`config.mk`:
```
export PLATFORM = sky130hd
export DESIGN_NAME = sync_fifo
export DESIGN_NICKNAME = d
export VERILOG_FILES = /design/src/rtl/fifo_pkg.sv /design/src/rtl/fifo_mem.sv /design/src/rtl/sync_fifo.sv
export SDC_FILE = /design/constraint.sdc
export NUM_CORES = 1
export LEC_CHECK = 0
export BUFFER_PORTS_ARGS = -buffer_cell sky130_fd_sc_hd__buf_2
export CAP_MARGIN = 20
export CELL_PAD_IN_SITES_DETAIL_PLACEMENT = 0
export CELL_PAD_IN_SITES_GLOBAL_PLACEMENT = 2
export CORE_AREA = 2 2 137 139
export CTS_CLUSTER_DIAMETER = 80
export DETAILED_ROUTE_END_ITERATION = 6
export DIE_AREA = 0 0 139 141
export PLACE_DENSITY = 0.71
export SLEW_MARGIN = 15
export SYNTH_ARGS = -nofsm -noshare
export SYNTH_HDL_FRONTEND = slang
export SYNTH_HIERARCHICAL = 1
export SYNTH_SLANG_ARGS = --single-unit
```
`constraint.sdc`:
```
create_clock -name clk -period 6.73 [get_ports clk]
set_input_delay 0.3365 -clock clk [delete_from_list [all_inputs] [get_ports clk]]
set_output_delay 0.3365 -clock clk [all_outputs]
set_load 0.01 [all_outputs]
```
`src/rtl/fifo_pkg.sv`:
```
// Shared types and helpers for the FIFO family.
package fifo_pkg;

  localparam int FIFO_WIDTH = 8;
  localparam int FIFO_DEPTH = 16;

  typedef struct packed {
    logic full;
    logic empty;
    logic almost_full;
    logic almost_empty;
    logic overflow;
    logic underflow;
  } fifo_status_t;

  function automatic int clog2(input int n);
    int r;
    int v;
    r = 0;
    v = n - 1;
    while (v > 0) begin
      r++;
      v = v >> 1;
    end
    return r;
  endfunction

endpackage

```
`src/rtl/fifo_mem.sv`:
```
// Dual-port register array: synchronous write, registered read.
module fifo_mem #(
  parameter int WIDTH  = 8,
  parameter int DEPTH  = 16,
  parameter int ADDR_W = 4
) (
  input  logic              clk,
  input  logic              rst,
  input  logic              we,
  input  logic [ADDR_W-1:0] waddr,
  input  logic [WIDTH-1:0]  wdata,
  input  logic              re,
  input  logic [ADDR_W-1:0] raddr,
  output logic [WIDTH-1:0]  rdata
);

  logic [WIDTH-1:0] mem_q [DEPTH];
  logic [WIDTH-1:0] rdata_q;
  logic [WIDTH-1:0] rdata_d;

  always_ff @(posedge clk) begin
    if (we) begin
      mem_q[waddr] <= wdata;
    end
  end

  always_comb begin
    rdata_d = rdata_q;
    if (re) begin
      rdata_d = mem_q[raddr];
    end
  end

  // Only the output register is reset; the array keeps its contents.
  always_ff @(posedge clk or posedge rst) begin
    if (rst) begin
      rdata_q <= '0;
    end else begin
      rdata_q <= rdata_d;
    end
  end

  assign rdata = rdata_q;

endmodule

```
`src/rtl/sync_fifo.sv`:
```
// Single-clock FIFO with count, threshold flags and sticky errors.
module sync_fifo
  import fifo_pkg::*;
#(
  parameter int WIDTH    = FIFO_WIDTH,
  parameter int DEPTH    = FIFO_DEPTH,
  parameter int AF_LEVEL = DEPTH - 2,
  parameter int AE_LEVEL = 2
) (
  input  logic                   clk,
  input  logic                   rst,
  input  logic                   write,
  input  logic                   read,
  input  logic [WIDTH-1:0]       datain,
  output logic [WIDTH-1:0]       dataout,
  output logic                   valid,
  output logic                   full,
  output logic                   empty,
  output logic                   almost_full,
  output logic                   almost_empty,
  output logic [clog2(DEPTH):0]  count,
  output logic                   overflow,
  output logic                   underflow
);

  localparam int ADDR_W = clog2(DEPTH);
  localparam int CNT_W  = ADDR_W + 1;

  if ((WIDTH < 1) || (DEPTH < 2) ||
      ((DEPTH & (DEPTH - 1)) != 0) ||
      (AF_LEVEL < 1) || (AF_LEVEL > DEPTH) ||
      (AE_LEVEL < 0) || (AE_LEVEL > DEPTH - 1)) begin : g_bad_params
    $error("sync_fifo: illegal parameters");
  end

  logic [ADDR_W-1:0] wr_ptr_q, wr_ptr_d;
  logic [ADDR_W-1:0] rd_ptr_q, rd_ptr_d;
  logic [CNT_W-1:0]  count_q, count_d;
  logic              valid_q, valid_d;
  logic              ovf_q, ovf_d;
  logic              unf_q, unf_d;
  logic              full_w, empty_w;
  logic              rd_acc, wr_acc;
  fifo_status_t      st;

  assign full_w  = (count_q == CNT_W'(DEPTH));
  assign empty_w = (count_q == '0);
  assign rd_acc  = read & ~empty_w;
  assign wr_acc  = write & (~full_w | rd_acc);

  always_comb begin
    wr_ptr_d = wr_ptr_q;
    rd_ptr_d = rd_ptr_q;
    count_d  = count_q;
    valid_d  = rd_acc;
    ovf_d    = ovf_q | (write & ~wr_acc);
    unf_d    = unf_q | (read & empty_w);
    if (wr_acc) begin
      wr_ptr_d = wr_ptr_q + ADDR_W'(1);
    end
    if (rd_acc) begin
      rd_ptr_d = rd_ptr_q + ADDR_W'(1);
    end
    unique case ({wr_acc, rd_acc})
      2'b10:   count_d = count_q + CNT_W'(1);
      2'b01:   count_d = count_q - CNT_W'(1);
      default: count_d = count_q;
    endcase
  end

  always_ff @(posedge clk or posedge rst) begin
    if (rst) begin
      wr_ptr_q <= '0;
      rd_ptr_q <= '0;
      count_q  <= '0;
      valid_q  <= 1'b0;
      ovf_q    <= 1'b0;
      unf_q    <= 1'b0;
    end else begin
      wr_ptr_q <= wr_ptr_d;
      rd_ptr_q <= rd_ptr_d;
      count_q  <= count_d;
      valid_q  <= valid_d;
      ovf_q    <= ovf_d;
      unf_q    <= unf_d;
    end
  end

  fifo_mem #(
    .WIDTH (WIDTH),
    .DEPTH (DEPTH),
    .ADDR_W(ADDR_W)
  ) u_mem (
    .clk  (clk),
    .rst  (rst),
    .we   (wr_acc),
    .waddr(wr_ptr_q),
    .wdata(datain),
    .re   (rd_acc),
    .raddr(rd_ptr_q),
    .rdata(dataout)
  );

  // Flags come from registered count only, so no input-to-output path.
  always_comb begin
    st.full         = full_w;
    st.empty        = empty_w;
    st.almost_full  = (count_q >= CNT_W'(AF_LEVEL));
    st.almost_empty = (count_q <= CNT_W'(AE_LEVEL));
    st.overflow     = ovf_q;
    st.underflow    = unf_q;
  end

  assign full         = st.full;
  assign empty        = st.empty;
  assign almost_full  = st.almost_full;
  assign almost_empty = st.almost_empty;
  assign overflow     = st.overflow;
  assign underflow    = st.underflow;
  assign count        = count_q;
  assign valid        = valid_q;

endmodule

```
==> impl_metrics.yaml <==
placed_design:
  port_buffers: 31
  dp.cells: 571
  finalWeightedCongestion: 0.707
  dpl.hpwl_mm: 7.85
  place_area_sq_um: 6600
cts:
  cts.sinks: 152
  post-cts-setup-buffer-count: 0
  cts_tree: "built"
  htreeDepth: 4
  numCtsBuffers: 17
  cts-root-buf: "clkbuf_16"
  path_clk_slew_ns: 0.06
  clk_path_buf_depth: 2
  clk_latency_ns: 0.42
logic_synthesis:
  ys_seq_elements: 152
  synth.most_common_cell: "edfxtp_1"
  synth_flop_cell: "edfxtp_1"
  netlist_top_cells_area: "edfxtp_1 61%, dfrtp_1 9.6%, mux4_2 9.4%"
  synth.top_cell.area_share: 0.615
  synth_area_sq_um: 6250
  yosysWarnings: 6
  syn_area_per_cell_sq_um: 19.5
  ys_types: 52
  ys_seq_area_frac: 0.711
  synth_top_cell_by_area: "edfxtp_1"
  postSynthNetCount: 339
  synthArstFlopShare: 0.158
  syn-instance-count: 320
  synthTopCellsByCount: "128 x edfxtp_1, 26 x mux4_2, 24 x dfrtp_1"
  synth_edf_count: 128
detailed_routing:
  vias_per_cell: 5.05
  ant_nets: 0
  drc_errors: 0
  first_pass_iters: 4
  dr_total_vias: 3053
  drt_wl_total_mm: 12.4
  wl_per_cell_um: 20.6
  drt_iter0_drc: 262
floorplanning:
  core_sq_um: 18300
  start_util: 0.342
  num_rows: 50
  dieArea_sq_um: 19600
  die_w_um: 139
  io_pins: 32
  die_h_um: 141
worst_setup_path:
  path_class: "reg -> reg"
  crit_family: "simple AND/OR/NAND/NOR gates"
  cp_cell_sequence: "or4_4 -> o21ai_4 -> inv_1 -> ha_1 -> ha_1 -> or4b_1 -> o311ai_0 -> o211ai_1"
  crit_top_cell: "ha_1"
  crit_fanout: 19
  critPathBufInv: 1
  r2r_cells: 8
  end_kind: "flop"
  cpMaxStageDelayCell: "or4_4"
  reg2reg_slack_ns: 3.33
  slowest_delay_ns: 0.63
  start_kind: "flop"
  arrival_ns: 3.68
  reg2reg_from: "count[0]$_DFFE_PP0P_"
  worstPathRequired_ns: 7.01
  rr_endpoint: "count[4]$_DFFE_PP0P_"
sta:
  hold_violations: 0
  fmax_mhz: 294
  maxSlewHeadroom: 0.264
  period_minus_slack_ns: 3.40
  setup_tns_ns: 0
  fin_hold_ws_ns: 0.213
  rsz0062_at_grt: "false"
  worstMarginPinSlew_ns: 1.10
  drv_slew: 0
  fin_worst_skew_ns: 0.00866
  fin_crit_sh: 0.505
  setup_viol: 0
outcome:
  status: "complete, no violations"
final_layout:
  stdcell_area_sq_um: 7140
  seqCellArea_sq_um: 4440
  nFillCells: 1674
  instances_no_fill: 604
  multi_input_comb_area_sq_um: 1670
  nNetsFinal: 376
  syn_to_final_growth_pct: 14.1
  drive_gt1_frac: 0.297
  num_antenna_cells: 0
  post-route-util: 0.391
global_route:
  met1_usage: 0.181
  grt_max_degree: 25
  overflow: 0
  grt_util_all_layers: 0.135
  met3_usage: 0.0367
  antenna_found_initial: 0
  grt_pass1_vias: 3221
  grt_pass1_wl_mm: 19.2
  top_usage_layer: "met2"
  use_met2: 0.209
worst_hold_path:
  hold_path.startpoint: "write"
  holdPathEnd: "overflow$_DFF_PP0_"
  worstHoldPathCells: 2
  hold_class: "in -> reg"
flow_run:
  maxCapViolCount: 0
power_and_ir_drop:
  power.leakage_uw: 0.00241
  peakVddDrop_mv: 0.234
  power_density_nw_per_um2: 427
## worst max-delay path by stage
stage,depth (start not counted),end,start
after floorplan,8,count[4]$_DFFE_PP0P_,count[0]$_DFFE_PP0P_
after global placement,8,count[4]$_DFFE_PP0P_,count[0]$_DFFE_PP0P_
after detailed placement,8,count[4]$_DFFE_PP0P_,count[0]$_DFFE_PP0P_
after CTS,8,count[4]$_DFFE_PP0P_,count[0]$_DFFE_PP0P_
after global routing,8,count[4]$_DFFE_PP0P_,count[0]$_DFFE_PP0P_
final,8,count[4]$_DFFE_PP0P_,count[0]$_DFFE_PP0P_
## layout by cell type, fill, tap and decap left out, drive strengths merged, types with 3 or more instances in the layout
cell type  netlist  layout
o22ai            8       8
nor3             4       4
mux2i            8       8
clkinvlp         0       3
nand2b           3       3
mux4            32      32
mux2             4       4
nand3b           3       3
a221oi           8       8
nor2            23      23
inv              6       6
a21oi            4       4
clkbuf           1      22
buf             15      33
ha               6       6
o21ai            3       3
nand2            3       3
edfxtp         128     128
dfrtp           24      24
nand3            3       3
clkinv           0       6
xnor2            6       6
## sequential cells by signal, indices dropped and copies added (netlist names)
register     cells
u_mem/rdata      8
underflow        1
valid            1
wr_ptr_q         4
count            5
overflow         1
rd_ptr_q         4
u_mem/mem_q    128
## repair_timing
item	CTS	global route
endpoints found under the setup margin	0	0
resized for setup	0	0
hold buffers	1	0
endpoints found under the hold margin	8	0
## report_power, final
| group | switching [uW] | internal, uW |
|---|---|---|
| clock network | 346 | 502 |
| logic | 450 | 414 |
| registers | 157 | 1180 |
## per-layer routing
layer  vias to the layer above  share of wire
li1                       1390              -
met1                      1581           0.46
met2                        73           0.48
met3                         9          0.049
met4                         0          0.015
met5                         -              0
## final cells by class
class,count,share of cell area
sequential,152,0.623
multi-input combinational,146,0.234
clock buffer,22,0.0622
tap,234,0.0410
timing repair buffer,34,0.0252
clock inverter,10,0.0112
inverter,6,0.00316
## cell families (layout without fill, tap and decap cells)
family	after synthesis	after routing	share of synthesized area
AO/OA/AOI/OAI	35	35	0.0538
AND/OR/NAND/NOR	52	52	0.0444
XOR/XNOR	8	8	0.0112
adder cells (fa/ha/maj)	7	7	0.0152
buffers and inverters	22	72	0.0254
multiplexers	44	44	0.139
flip-flops	152	152	0.711
## stage by stage
step	power [uW]	setup slack, ns
final	3050	3.33
after global routing	3210	3.10
after CTS	3090	3.31
after detailed placement	2230	3.32
after global placement	2210	3.46
after floorplan	2010	3.93
(Power assumes the default switching activity.)
